**config.mk**
```make
export PLATFORM = sky130hd
export DESIGN_NAME = secded_scrubber
export DESIGN_NICKNAME = d
export VERILOG_FILES = /design/src/rtl/secded_scrubber.sv
export SDC_FILE = /design/constraint.sdc
export NUM_CORES = 1
export LEC_CHECK = 0
export CORE_AREA = 2 2 122 154
export DETAILED_ROUTE_END_ITERATION = 10
export DIE_AREA = 0 0 124 156
export GPL_TIMING_DRIVEN = 0
export PLACE_DENSITY = 0.74
export SLEW_MARGIN = 20
export SYNTH_ARGS = -nofsm -noshare
export SYNTH_HDL_FRONTEND = slang
export SYNTH_SLANG_ARGS = --single-unit
```
**constraint.sdc**
```tcl
create_clock -name s_clk_i -period 11.05 [get_ports s_clk_i]
set_clock_uncertainty 0.05 [all_clocks]
set_input_delay 2.21 -clock s_clk_i [delete_from_list [all_inputs] [get_ports s_clk_i]]
set_output_delay 2.21 -clock s_clk_i [all_outputs]
set_load 0.02 [all_outputs]
```
**src/rtl/secded_scrubber.sv**
```systemverilog
// Background SECDED scrubber for a 39b {checksum, data} memory behind a shared req/gnt port.
// Rewrites single-bit errors corrected; counts and reports corrected and uncorrectable words.

package edac;
    // Column i of the H matrix is the i-th 7-bit weight-3 value in ascending order.
    localparam logic [6:0] H_COL [32] = '{
        7'h07, 7'h0B, 7'h0D, 7'h0E, 7'h13, 7'h15, 7'h16, 7'h19,
        7'h1A, 7'h1C, 7'h23, 7'h25, 7'h26, 7'h29, 7'h2A, 7'h2C,
        7'h31, 7'h32, 7'h34, 7'h38, 7'h43, 7'h45, 7'h46, 7'h49,
        7'h4A, 7'h4C, 7'h51, 7'h52, 7'h54, 7'h58, 7'h61, 7'h62
    };

    function automatic logic [6:0] edac_checksum(input logic [31:0] data);
        logic [6:0] chk;
        chk = '0;
        for (int i = 0; i < 32; i++) begin
            if (data[i]) chk = chk ^ H_COL[i];
        end
        return chk;
    endfunction
endpackage

module secded_scrubber #(
    parameter int DEPTH  = 1024,
    parameter int AW     = 10,
    parameter int PERIOD = 256,
    parameter int CNT_W  = 16
) (
    input  logic             s_clk_i,
    input  logic             s_resetn_i,
    input  logic             s_en_i,
    output logic             s_mreq_o,
    output logic             s_mwe_o,
    output logic [AW-1:0]    s_maddr_o,
    output logic [38:0]      s_mwdata_o,
    input  logic             s_mgnt_i,
    input  logic             s_mrvalid_i,
    input  logic [38:0]      s_mrdata_i,
    input  logic             s_clr_i,
    output logic [CNT_W-1:0] s_ce_cnt_o,
    output logic [CNT_W-1:0] s_ue_cnt_o,
    output logic             s_ue_o,
    output logic [AW-1:0]    s_ue_addr_o,
    output logic             s_pass_o,
    output logic             s_busy_o
);
    import edac::*;

    typedef enum logic [2:0] {
        S_IDLE, S_WAIT, S_RD, S_RWAIT, S_CHECK, S_WR, S_NEXT
    } state_t;

    localparam int              PW        = (PERIOD > 1) ? $clog2(PERIOD) : 1;
    localparam logic [PW-1:0]   PCNT_LAST = PW'(PERIOD - 1);
    localparam logic [AW-1:0]   ADDR_LAST = AW'(DEPTH - 1);
    localparam logic [CNT_W-1:0] CNT_MAX  = '1;

    state_t           r_state;
    logic [PW-1:0]    r_pcnt;
    logic [AW-1:0]    r_addr;
    logic             r_mreq;
    logic             r_mwe;
    logic [38:0]      r_mwdata;
    logic [38:0]      r_rword;
    logic [CNT_W-1:0] r_ce_cnt;
    logic [CNT_W-1:0] r_ue_cnt;
    logic             r_ue;
    logic [AW-1:0]    r_ue_addr;
    logic             r_pass;
    logic             r_busy;

    logic [31:0] w_data;
    logic [6:0]  w_syn;
    logic [31:0] w_flip;
    logic [31:0] w_cdata;
    logic [38:0] w_wword;
    logic        w_ce;
    logic        w_ue;

    assign w_data = r_rword[31:0];
    assign w_syn  = edac_checksum(w_data) ^ r_rword[38:32];

    always_comb begin
        // NOTE: every always_comb output gets a default first so no path can infer a latch.
        w_flip = '0;
        for (int i = 0; i < 32; i++) begin
            w_flip[i] = (w_syn == H_COL[i]);
        end
    end

    // A weight-1 syndrome is a checkbit error: data is fine, only the checksum is rewritten.
    assign w_ce    = (|w_flip) || ($countones(w_syn) == 1);
    assign w_ue    = (w_syn != '0) && !w_ce;
    assign w_cdata = w_data ^ w_flip;
    assign w_wword = {edac_checksum(w_cdata), w_cdata};

    // NOTE: sequential state uses non-blocking assignments only, so every branch sees pre-edge values.
    always_ff @(posedge s_clk_i or negedge s_resetn_i) begin
        if (!s_resetn_i) begin
            r_state   <= S_IDLE;
            r_pcnt    <= '0;
            r_addr    <= '0;
            r_mreq    <= 1'b0;
            r_mwe     <= 1'b0;
            r_mwdata  <= '0;
            r_rword   <= '0;
            r_ce_cnt  <= '0;
            r_ue_cnt  <= '0;
            r_ue      <= 1'b0;
            r_ue_addr <= '0;
            r_pass    <= 1'b0;
            r_busy    <= 1'b0;
        end else begin
            r_ue <= 1'b0;
            case (r_state)
                S_IDLE: begin
                    if (s_en_i) r_state <= S_WAIT;
                end
                S_WAIT: begin
                    if (!s_en_i) begin
                        r_state <= S_IDLE;
                        r_pcnt  <= '0;
                    end else if (r_pcnt == PCNT_LAST) begin
                        r_pcnt  <= '0;
                        r_state <= S_RD;
                        r_mreq  <= 1'b1;
                        r_mwe   <= 1'b0;
                        r_busy  <= 1'b1;
                    end else begin
                        r_pcnt <= r_pcnt + PW'(1);
                    end
                end
                S_RD: begin
                    if (s_mgnt_i) begin
                        r_mreq  <= 1'b0;
                        r_state <= S_RWAIT;
                    end
                end
                S_RWAIT: begin
                    if (s_mrvalid_i) begin
                        r_rword <= s_mrdata_i;
                        r_state <= S_CHECK;
                    end
                end
                S_CHECK: begin
                    if (w_ce) begin
                        if (r_ce_cnt != CNT_MAX) r_ce_cnt <= r_ce_cnt + CNT_W'(1);
                        r_mwdata <= w_wword;
                        r_mreq   <= 1'b1;
                        r_mwe    <= 1'b1;
                        r_state  <= S_WR;
                    end else begin
                        if (w_ue) begin
                            if (r_ue_cnt != CNT_MAX) r_ue_cnt <= r_ue_cnt + CNT_W'(1);
                            r_ue      <= 1'b1;
                            r_ue_addr <= r_addr;
                        end
                        r_state <= S_NEXT;
                    end
                end
                S_WR: begin
                    if (s_mgnt_i) begin
                        r_mreq  <= 1'b0;
                        r_mwe   <= 1'b0;
                        r_state <= S_NEXT;
                    end
                end
                S_NEXT: begin
                    if (r_addr == ADDR_LAST) begin
                        r_addr <= '0;
                        r_pass <= 1'b1;
                    end else begin
                        r_addr <= r_addr + AW'(1);
                    end
                    r_busy  <= 1'b0;
                    r_state <= s_en_i ? S_WAIT : S_IDLE;
                end
                default: r_state <= S_IDLE;
            endcase
            // Placed last so a clear overrides any increment or pass flag set this same cycle.
            if (s_clr_i) begin
                r_ce_cnt <= '0;
                r_ue_cnt <= '0;
                r_pass   <= 1'b0;
            end
        end
    end

    assign s_mreq_o    = r_mreq;
    assign s_mwe_o     = r_mwe;
    assign s_maddr_o   = r_addr;
    assign s_mwdata_o  = r_mwdata;
    assign s_ce_cnt_o  = r_ce_cnt;
    assign s_ue_cnt_o  = r_ue_cnt;
    assign s_ue_o      = r_ue;
    assign s_ue_addr_o = r_ue_addr;
    assign s_pass_o    = r_pass;
    assign s_busy_o    = r_busy;

endmodule

```
# Word level (Yosys, flattened, before mapping)
# Cells that the tools add are included.
dict set report totals {
  elab_cells 268
  reg_bits 146
  output_inout_bits 96
  inputBits 45
}
dict set report op_classes {
  n_mux 100
  n_addsub 10
  bitwise 65
  n_eq_ne 53
  reduce_logical 27
}
# operator n
set op_table {}
lappend op_table {{NOT 3 bit} 62}
lappend op_table {{two-way mux 7 bit} 24}
lappend op_table {{two-way mux 16 bit} 9}
lappend op_table {{two-way mux 6 bit} 20}
lappend op_table {{equality test 7 bit (second input constant)} 12}
lappend op_table {{equality test 7 x 6 -> 1 bit (second input constant)} 10}
lappend op_table {{two-way mux 5 bit} 12}
lappend op_table {{equality test 7 x 5 -> 1 bit (second input constant)} 6}
lappend op_table {{adder 16 x 1 -> 16 bit (second input constant)} 2}
lappend op_table {{!= test 16 bit (second input constant)} 2}
lappend op_table {{OR reduction 32 bit} 1}
lappend op_table {{bitwise XOR 32 bit} 1}
lappend op_table {{two-way mux 3 bit} 8}
lappend op_table {{two-way mux 4 bit} 6}
lappend op_table {{equality test 7 x 4 -> 1 bit (second input constant)} 3}
lappend op_table {{case mux 3 bit (7 select lines)} 1}
lappend op_table {{two-way mux 8 bit} 2}
lappend op_table {{!= test 2 bit (second input constant)} 8}
lappend op_table {{nonzero test 2 bit} 8}
lappend op_table {{AND reduction 5 bit} 3}
lappend op_table {{two-way mux 1 bit} 13}
lappend op_table {{adder 10 x 1 -> 10 bit (second input constant)} 1}
lappend op_table {{equality test 10 bit (second input constant)} 1}
lappend op_table {{two-way mux 10 bit} 1}
lappend op_table {{28 further kinds} 39}

# Longest topological paths before layout
# Gate-level depths: netlist (run 1).
dict set report logic_depth {
  depth_word 129
  ltp_mapped 24
  ltp_nobuf 21
}

# Worst setup path after synthesis (run 1)
# OpenSTA, ideal clock, no wires.
dict set report synth_path {
  path_type {reg-to-reg}
  start {register r_rword[2]}
  end {register r_ue_cnt[10] (netlist: s_ue_cnt_o[10])}
  setup_ps 134
  stages_incl_launch_ff 21
  arrival_time_ps 5201
  synth_period_minus_slack_ps 5386
  required_ps 10866
  slack_ps 5664
  path_buffers 2
  cell_sequence {dfrtp_1 xnor3_1 xnor3_1 xnor2_2 inv_2 buf_4 fa_1 inv_1 fa_1 inv_1 ha_1 a21o_1 fa_1 nor2_1 a21oi_1 nor4b_4 o2111ai_4 or3_4 buf_2 o41ai_1 a21oi_1}
}
dict set report synth_via {
  elab_chain_len 52
  word_cells_on_any_way 102
  classes_between {add/sub: 4; eq/ne: 34; mux: 30; bitwise: 27; reduce/logical: 7}
}
# item line
set synth_lines {}
lappend synth_lines {{start: declaration} 64} ;# logic [38:0] r_rword;
lappend synth_lines {{start signal: assignment} 141} ;# r_rword <= s_mrdata_i;
lappend synth_lines {{two-way mux 4 bit * (2 in a row)} 17} ;# if (data[i]) chk = chk ^ H_COL[i];
lappend synth_lines {{NOT 3 bit (no source line) / two-way mux 4 bit (equally long branches)} --}
lappend synth_lines {{two-way mux 5 bit *} 17}
lappend synth_lines {{NOT 3 bit (no source line) / two-way mux 5 bit (equally long branches)} --}
lappend synth_lines {{two-way mux 5 bit * (2 in a row)} 17}
lappend synth_lines {{NOT 3 bit (no source line) / two-way mux 5 bit (equally long branches)} --}
lappend synth_lines {{two-way mux 5 bit * (3 in a row)} 17}
lappend synth_lines {{NOT 3 bit (no source line) / two-way mux 5 bit (equally long branches)} --}
lappend synth_lines {{[32 not listed]} --}
lappend synth_lines {{adder 2 x 2 -> 3 bit (implied by the code)} 92} ;# assign w_ce = (|w_flip) || ($countones(w_syn) == 1);
lappend synth_lines {{adder 3 x 3 -> 4 bit (implied by the code)} 92}
lappend synth_lines {{equality test 4 x 1 -> 1 bit} 92}
lappend synth_lines {{logical OR 1 bit} 92}
lappend synth_lines {{logical NOT 1 bit} 93} ;# assign w_ue = (w_syn != '0) && !w_ce;
lappend synth_lines {{logical AND 1 bit} 93}
lappend synth_lines {{nonzero test 2 bit (no source line)} --}
lappend synth_lines {{AND reduction 4 bit (no source line) *} --}
lappend synth_lines {{end signal: assignment} 154} ;# if (r_ue_cnt != CNT_MAX) r_ue_cnt <= r_ue_cnt + CNT_W'(1);
lappend synth_lines {{end: declaration} 66} ;# logic [CNT_W-1:0] r_ue_cnt;
# Every way passes the cells marked *; elsewhere a longest branch is shown, timed or not.
# A chain may end at the register's enable or synchronous reset.

# Worst setup path after layout (run 1)
dict set report layout_path {
  start {register r_rword[15]}
  end {register r_mwdata[31] (netlist: s_mwdata_o[31])}
}
dict set report layout_via {
  elab_chain_len 30
  word_cells_on_any_way 73
  classes_between {add/sub: 5; eq/ne: 33; mux: 17; bitwise: 15; reduce/logical: 3}
}
# item line
set layout_lines {}
lappend layout_lines {{two-way mux 6 bit *} 17}
lappend layout_lines {{NOT 3 bit (no source line)} --}
lappend layout_lines {{two-way mux 6 bit *} 17}
lappend layout_lines {{NOT 3 bit (no source line)} --}
lappend layout_lines {{two-way mux 6 bit *} 17}
lappend layout_lines {{NOT 3 bit (no source line)} --}
lappend layout_lines {{two-way mux 6 bit *} 17}
lappend layout_lines {{NOT 3 bit (no source line)} --}
lappend layout_lines {{[14 not listed]} --}
lappend layout_lines {{two-way mux 7 bit *} 17}
lappend layout_lines {{bitwise XOR 7 bit *} 81} ;# assign w_syn = edac_checksum(w_data) ^ r_rword[38:32];
lappend layout_lines {{adder 1 x 1 -> 2 bit (implied by the code)} 92}
lappend layout_lines {{adder 2 x 1 -> 3 bit (implied by the code)} 92}
lappend layout_lines {{adder 3 x 3 -> 4 bit (implied by the code)} 92}
lappend layout_lines {{equality test 4 x 1 -> 1 bit} 92}
lappend layout_lines {{logical OR 1 bit} 92}
lappend layout_lines {{AND reduction 2 bit (no source line)} --}
lappend layout_lines {{end signal: assignment} 148} ;# r_mwdata <= w_wword;
lappend layout_lines {{end: declaration} 63} ;# logic [38:0] r_mwdata;
# Marks and branches as above.

==> results of run 1 <==
cells in the final DEF (no fill, tap or decap), drive strengths merged, types with 16 or more instances in the layout:
master	n
clkdlybuf4s50	137
a21oi	38
buf	31
mux2	41
inv	29
xnor2	132
o21ai	67
o31ai	16
xor2	25
clkbuf	39
nor4	23
nor2	42
nand2	112
dfrtp	146
nand3	38
xnor3	17
per-layer routing:
layer	vias to the layer above	wire length, um	GRT usage
li1	3434	-	-
met1	3490	9250	0.305
met2	240	11900	0.422
met3	41	1170	0.0417
met4	0	461	0.0722
met5	-	0	0
cells by family (layout without fill, tap and decap cells):
kind of cell | after synthesis | after routing
and+or+nand+nor | 286 | 286
xor gates and xnor gates | 176 | 176
AOI/OAI and AO/OA | 157 | 157
DFF | 146 | 146
buffers and inverters | 72 | 243
muxes | 42 | 42
adders and majority gates | 12 | 12
through the flow:
stage / hold WS (ps) / utilization / area (sq um) / worst slack [ps] / instances
detailed placement: 412 / 0.588 / 10500 / 4840 / 1258
global placement: 408 / 0.586 / 10500 / 1800 / 1257
floorplan: 415 / - / 8820 / 5660 / 891
finish: 424 / 0.622 / 11100 / 4800 / 1290
CTS: 428 / 0.622 / 11100 / 4790 / 1290
global route: 446 / 0.622 / 11100 / 4450 / 1290
cell type report:
cell class | instances | share of cell area
multi-input combinational | 673 | 0.436
sequential | 146 | 0.328
timing repair buffer | 139 | 0.127
clock buffer | 18 | 0.0395
tap | 228 | 0.0256
buffer | 50 | 0.0209
clock inverter | 14 | 0.0150
inverter | 22 | 0.00742
flip-flops by register name (all words and copies together), names as in the netlist, 3 cells and up:
signal / count
r_rword: 39
s_mwdata_o: 39
s_ce_cnt_o: 16
s_ue_cnt_o: 16
s_maddr_o: 10
s_ue_addr_o: 10
r_pcnt: 8
r_state: 3
worst reg2reg max path, delay by kind of cell (launching register included):
family	cells	cell delay (ps)
buffers and inverters	8	1420
AND/OR/NAND/NOR	2	310
AO/OA/AOI/OAI	5	960
XOR/XNOR	3	1180
adder cells (fa/ha/maj)	4	1750
flip-flops	1	440
worst paths after layout:
path	start	cells past startpoint	slack (ps)	end
worst min register to register	s_ue_addr_o[3]	2	420	s_ue_addr_o[3]
worst max register to register	r_rword[15]	22	4800	s_mwdata_o[31]
worst min-delay path	s_ue_addr_o[3]	2	420	s_ue_addr_o[3]
worst max-delay path	r_rword[15]	22	4800	s_mwdata_o[31]
max in group asynchronous	s_resetn_i	2	8490	s_mwdata_o[6]
min in group asynchronous	s_resetn_i	1	1670	r_rword[10]
==> flow_summary.ini, run 1 <==
[floorplanning]
dieArea_sq_um = 19300
die_w_um = 124
core.rowCount = 55
die_h_um = 156
io_pins = 141
core_area_sq_um = 17900
initial_utilization = 0.493

[synthesis]
synth_edf_count = 0
yosys-top-cells-area = dfrtp_1, xnor2_1, mux2_2
synthFlopType = dfrtp_1
synth_top_family_by_area = XOR/XNOR gates
synthMuxAreaShare = 0.0535
synth_top_area_share = 0.414
yosys.cell_count.top_type = dfrtp_1
syn_area_sq_um = 8820
synthArstFlopShare = 1.00
synth_xor_area_frac = 0.207
synth-seq-cells = 146
netlist_instances = 891
yosysSeqAreaShare = 0.414
yosysTopAreaCell = dfrtp_1
synth_cell_types = 66
synth_compound_area_frac = 0.109
yosys.area_share.adder = 0.0196
syn_avg_cell_area_sq_um = 9.90
synth.top_cells.by_count = dfrtp_1, xnor2_1, nand2_1
syn_nets = 948
yosysWarnings = 0
synthSimpleGateAreaFrac = 0.160

[drt]
via_per_inst = 5.59
drtPass1Iterations = 5
ant_nets = 0
wl_per_cell_um = 17.7
drc_errors = 0
drtIter0Drc = 649
drt_wl_total_um = 22800
num_vias = 7205

[clock_tree]
postCtsSetupBuffers = 0
cts.sinks = 146
clk_pin_slew_worst_paths_ps = 70
cts_tree = done
cts-htree-levels = 4
cts_buffers = 17
root_buffer = clkbuf_16
cts_resized = 0
cts_buffer_depth = 2
ctsHoldBuffers = 0
clock_latency_ps = 420

[layout]
drive_above_1_share = 0.108
multi_input_area_sq_um = 4850
fillCellCount = 1513
fin_nets = 1106
synthToLayoutAreaGrowth_pct = 26.1
diodes = 0
regArea_sq_um = 3650

[timing]
setup_violations = 0
max_freq_mhz = 160
finalCriticalPeriod_ps = 6250
slew_headroom = 0.342
rsz0062_at_grt = no
slew_violations = 0
min_period_over_period = 0.565
fin_setup_tns_ps = 0
hold_violations = 0
worst_pin_slew_ps = 974

[run]
cap_violations = 0

[place]
dp_hpwl_um = 17100
place_congestion = 0.985
portBuffers = 138

[setup_path]
crit_family = adder cells
crit_type = register to register
cpMaxStageDelayCell = xnor3_1
start_kind = register
slowest_delay_ps = 530
path_common_cell = fa_1
path_max_fanout = 10
path_buf_inv = 8
cp-end-kind = register
cp_cell_sequence = xnor2_1 > xnor3_1 > xnor2_2 > inv_2 > buf_4 > fa_1 > inv_1 > fa_1 > inv_1 > ha_1 > a21o_1 > fa_1 > nor2_1 > a21oi_1 > nor4b_4 > o2111ai_4 > o21ai_2 > buf_2 > buf_2 > buf_4 > clkbuf_1 > o21ai_0
cp.required_ps = 11280
arrival_ps = 6480

[global_routing]
grtUsageTotal = 0.242
grt_first_pass_wirelength_um = 36400
grt_max_degree = 84
grt_remaining_overflow = 0
first_global_vias = 7005
antenna_found_initial = 0

[run_status]
outcome = complete, no violations

[worst_hold_path]
hold_class = register to register
Power of run 1 is not shown: default switching activity piles up to over one toggle a cycle in this logic, so the estimate is an artifact.
==> inputs of run 2 (changes only) <==
- CORE_AREA: 2 2 122 154 -> 2 2 123 155
- DIE_AREA: 0 0 124 156 -> 0 0 125 157
- PLACE_DENSITY: 0.74 -> 0.76
- clock period: 11.05 -> 5.3 ns (I/O delays scaled with it)
==> flow_summary.ini, run 2 (same netlist as run 1, synthesis figures left out) <==
[run_status]
outcome = finished, violations left
violations = negative setup slack

[setup_path]
cp.required_ps = 5600
path_max_fanout = 10
cp-end-kind = register
path_buf_inv = 14
cpMaxStageDelayCell = or4_4
path_common_cell = buf_4
crit_type = register to register
start_kind = register
arrival_ps = 5760
crit_family = buffers and inverters
slowest_delay_ps = 500

[timing]
hold_violations = 0
max_freq_mhz = 183
finalCriticalPeriod_ps = 5460
setup_violations = 21
slew_violations = 0
slew_headroom = 0.0658
min_period_over_period = 1.03
rsz0062_at_grt = yes
worst_pin_slew_ps = 1380
worst_slack_ps = -157
fin_setup_tns_ps = -1560

[drt]
drc_errors = 0
wl_per_cell_um = 18.0
drt_wl_total_um = 23900
drtPass1Iterations = 5
via_per_inst = 5.56
num_vias = 7404
drtIter0Drc = 736
ant_nets = 0

[clock_tree]
cts.sinks = 146
cts-htree-levels = 4
clk_pin_slew_worst_paths_ps = 60
ctsHoldBuffers = 0
cts_buffers = 17
clock_latency_ps = 430
root_buffer = clkbuf_16
cts_buffer_depth = 2
cts_tree = done

[global_routing]
grtUsageTotal = 0.245
grt_remaining_overflow = 0
first_global_vias = 7376
grt_first_pass_wirelength_um = 38400
antenna_found_initial = 0
grt_max_degree = 82

[layout]
mostFrequentLayoutCell = clkdlybuf4s50_1
final_cell_mix = clkdlybuf4s50_1, dfrtp_1, xnor2_1
drive_above_1_share = 0.203
fillCellCount = 1422
synthToLayoutAreaGrowth_pct = 34.8
diodes = 0
fin_nets = 1147

[place]
place_congestion = 0.962
portBuffers = 138
dp_hpwl_um = 17300

[floorplanning]
die_h_um = 157
io_pins = 141
die_w_um = 125
core.rowCount = 55
initial_utilization = 0.489
core_area_sq_um = 18000
dieArea_sq_um = 19600

[run]
cap_violations = 0

[worst_hold_path]
hold_class = register to register
## run 2: cell count changes in the layout (fill, tap and decap cells not counted), moves of 9 or more
cell     before  now
xnor2_2       2   11
nand2_1     112  100
xnor2_1     130  119
buf_2        18    9
nand2_2       0   11
buf_6         1   13
dfrtp_2       0   13
dfrtp_1     146  133
buf_4         4   41
## run 2: path summary, 6_finish.rpt
| kind | from | to | slack [ps] | cells past startpoint |
|---|---|---|---|---|
| setup / recovery | r_rword[24] | s_ue_cnt_o[13] | -160 | 25 |
| hold / removal | s_mwdata_o[1] | s_mwdata_o[1] | 430 | 2 |
| setup reg to reg | r_rword[24] | s_ue_cnt_o[13] | -160 | 25 |
| hold reg to reg | s_mwdata_o[1] | s_mwdata_o[1] | 430 | 2 |
| max in group asynchronous | s_resetn_i | s_mwdata_o[3] | 3930 | 2 |
| min in group asynchronous | s_resetn_i | r_rword[0] | 520 | 1 |
## run 2: final cells by class
class                      instances  area [sq um]  share of cell area
timing repair buffer             182          1760               0.148
inverter                          22          87.6             0.00737
buffer                            48           307              0.0258
clock buffer                      17           425              0.0358
sequential                       146          3670               0.309
tap                              228           285              0.0240
clock inverter                    15           216              0.0182
multi-input combinational        673          5130               0.432
## run 2: through the flow
step                setup WS (ps)  hold WS, ps  std cells  instance area, sq um  utilization
floorplan                    43.9          415        891                  8850            -
global placement            -2780          409       1257                 10500        0.584
global route                 -403          467       1331                 11900        0.659
detailed placement           -799          412       1258                 10600        0.585
CTS                          -211          435       1317                 11600        0.642
finish                       -157          429       1331                 11900        0.659
## run 2: metal layers
layer  GRT usage  wire length, um
met4      0.0704              452
met5           0                0
met1       0.302             9640
met3      0.0445             1270
met2       0.441            12600
## run 2: repair_timing
action / in CTS / in global routing
setup endpoints to repair: 79 / 85
hold endpoints to repair: 0 / 0
gates cloned: 3 / 0
resized for setup: 58 / 51
pin swaps: 46 / 18
buffers inserted: 26 / 14
## run 2: worst register-to-register path: stages, from the launching register on
cell       delay (ps)
dfrtp_2           430
xnor3_2           440
xnor3_1           410
xnor2_2           250
inv_4              70
buf_4             140
buf_4             120
buf_4             120
buf_4             120
buf_4             120
buf_4             120
buf_4             130
buf_4             120
buf_4             120
buf_4             120
buf_4             180
buf_4             180
nand2_2           120
o22ai_1           100
and3_1            240
nor4b_4           310
o2111ai_4         190
buf_6             160
or3_4             410
or4_4             500
a21oi_2           140
Power of run 2 is left out for the same reason.
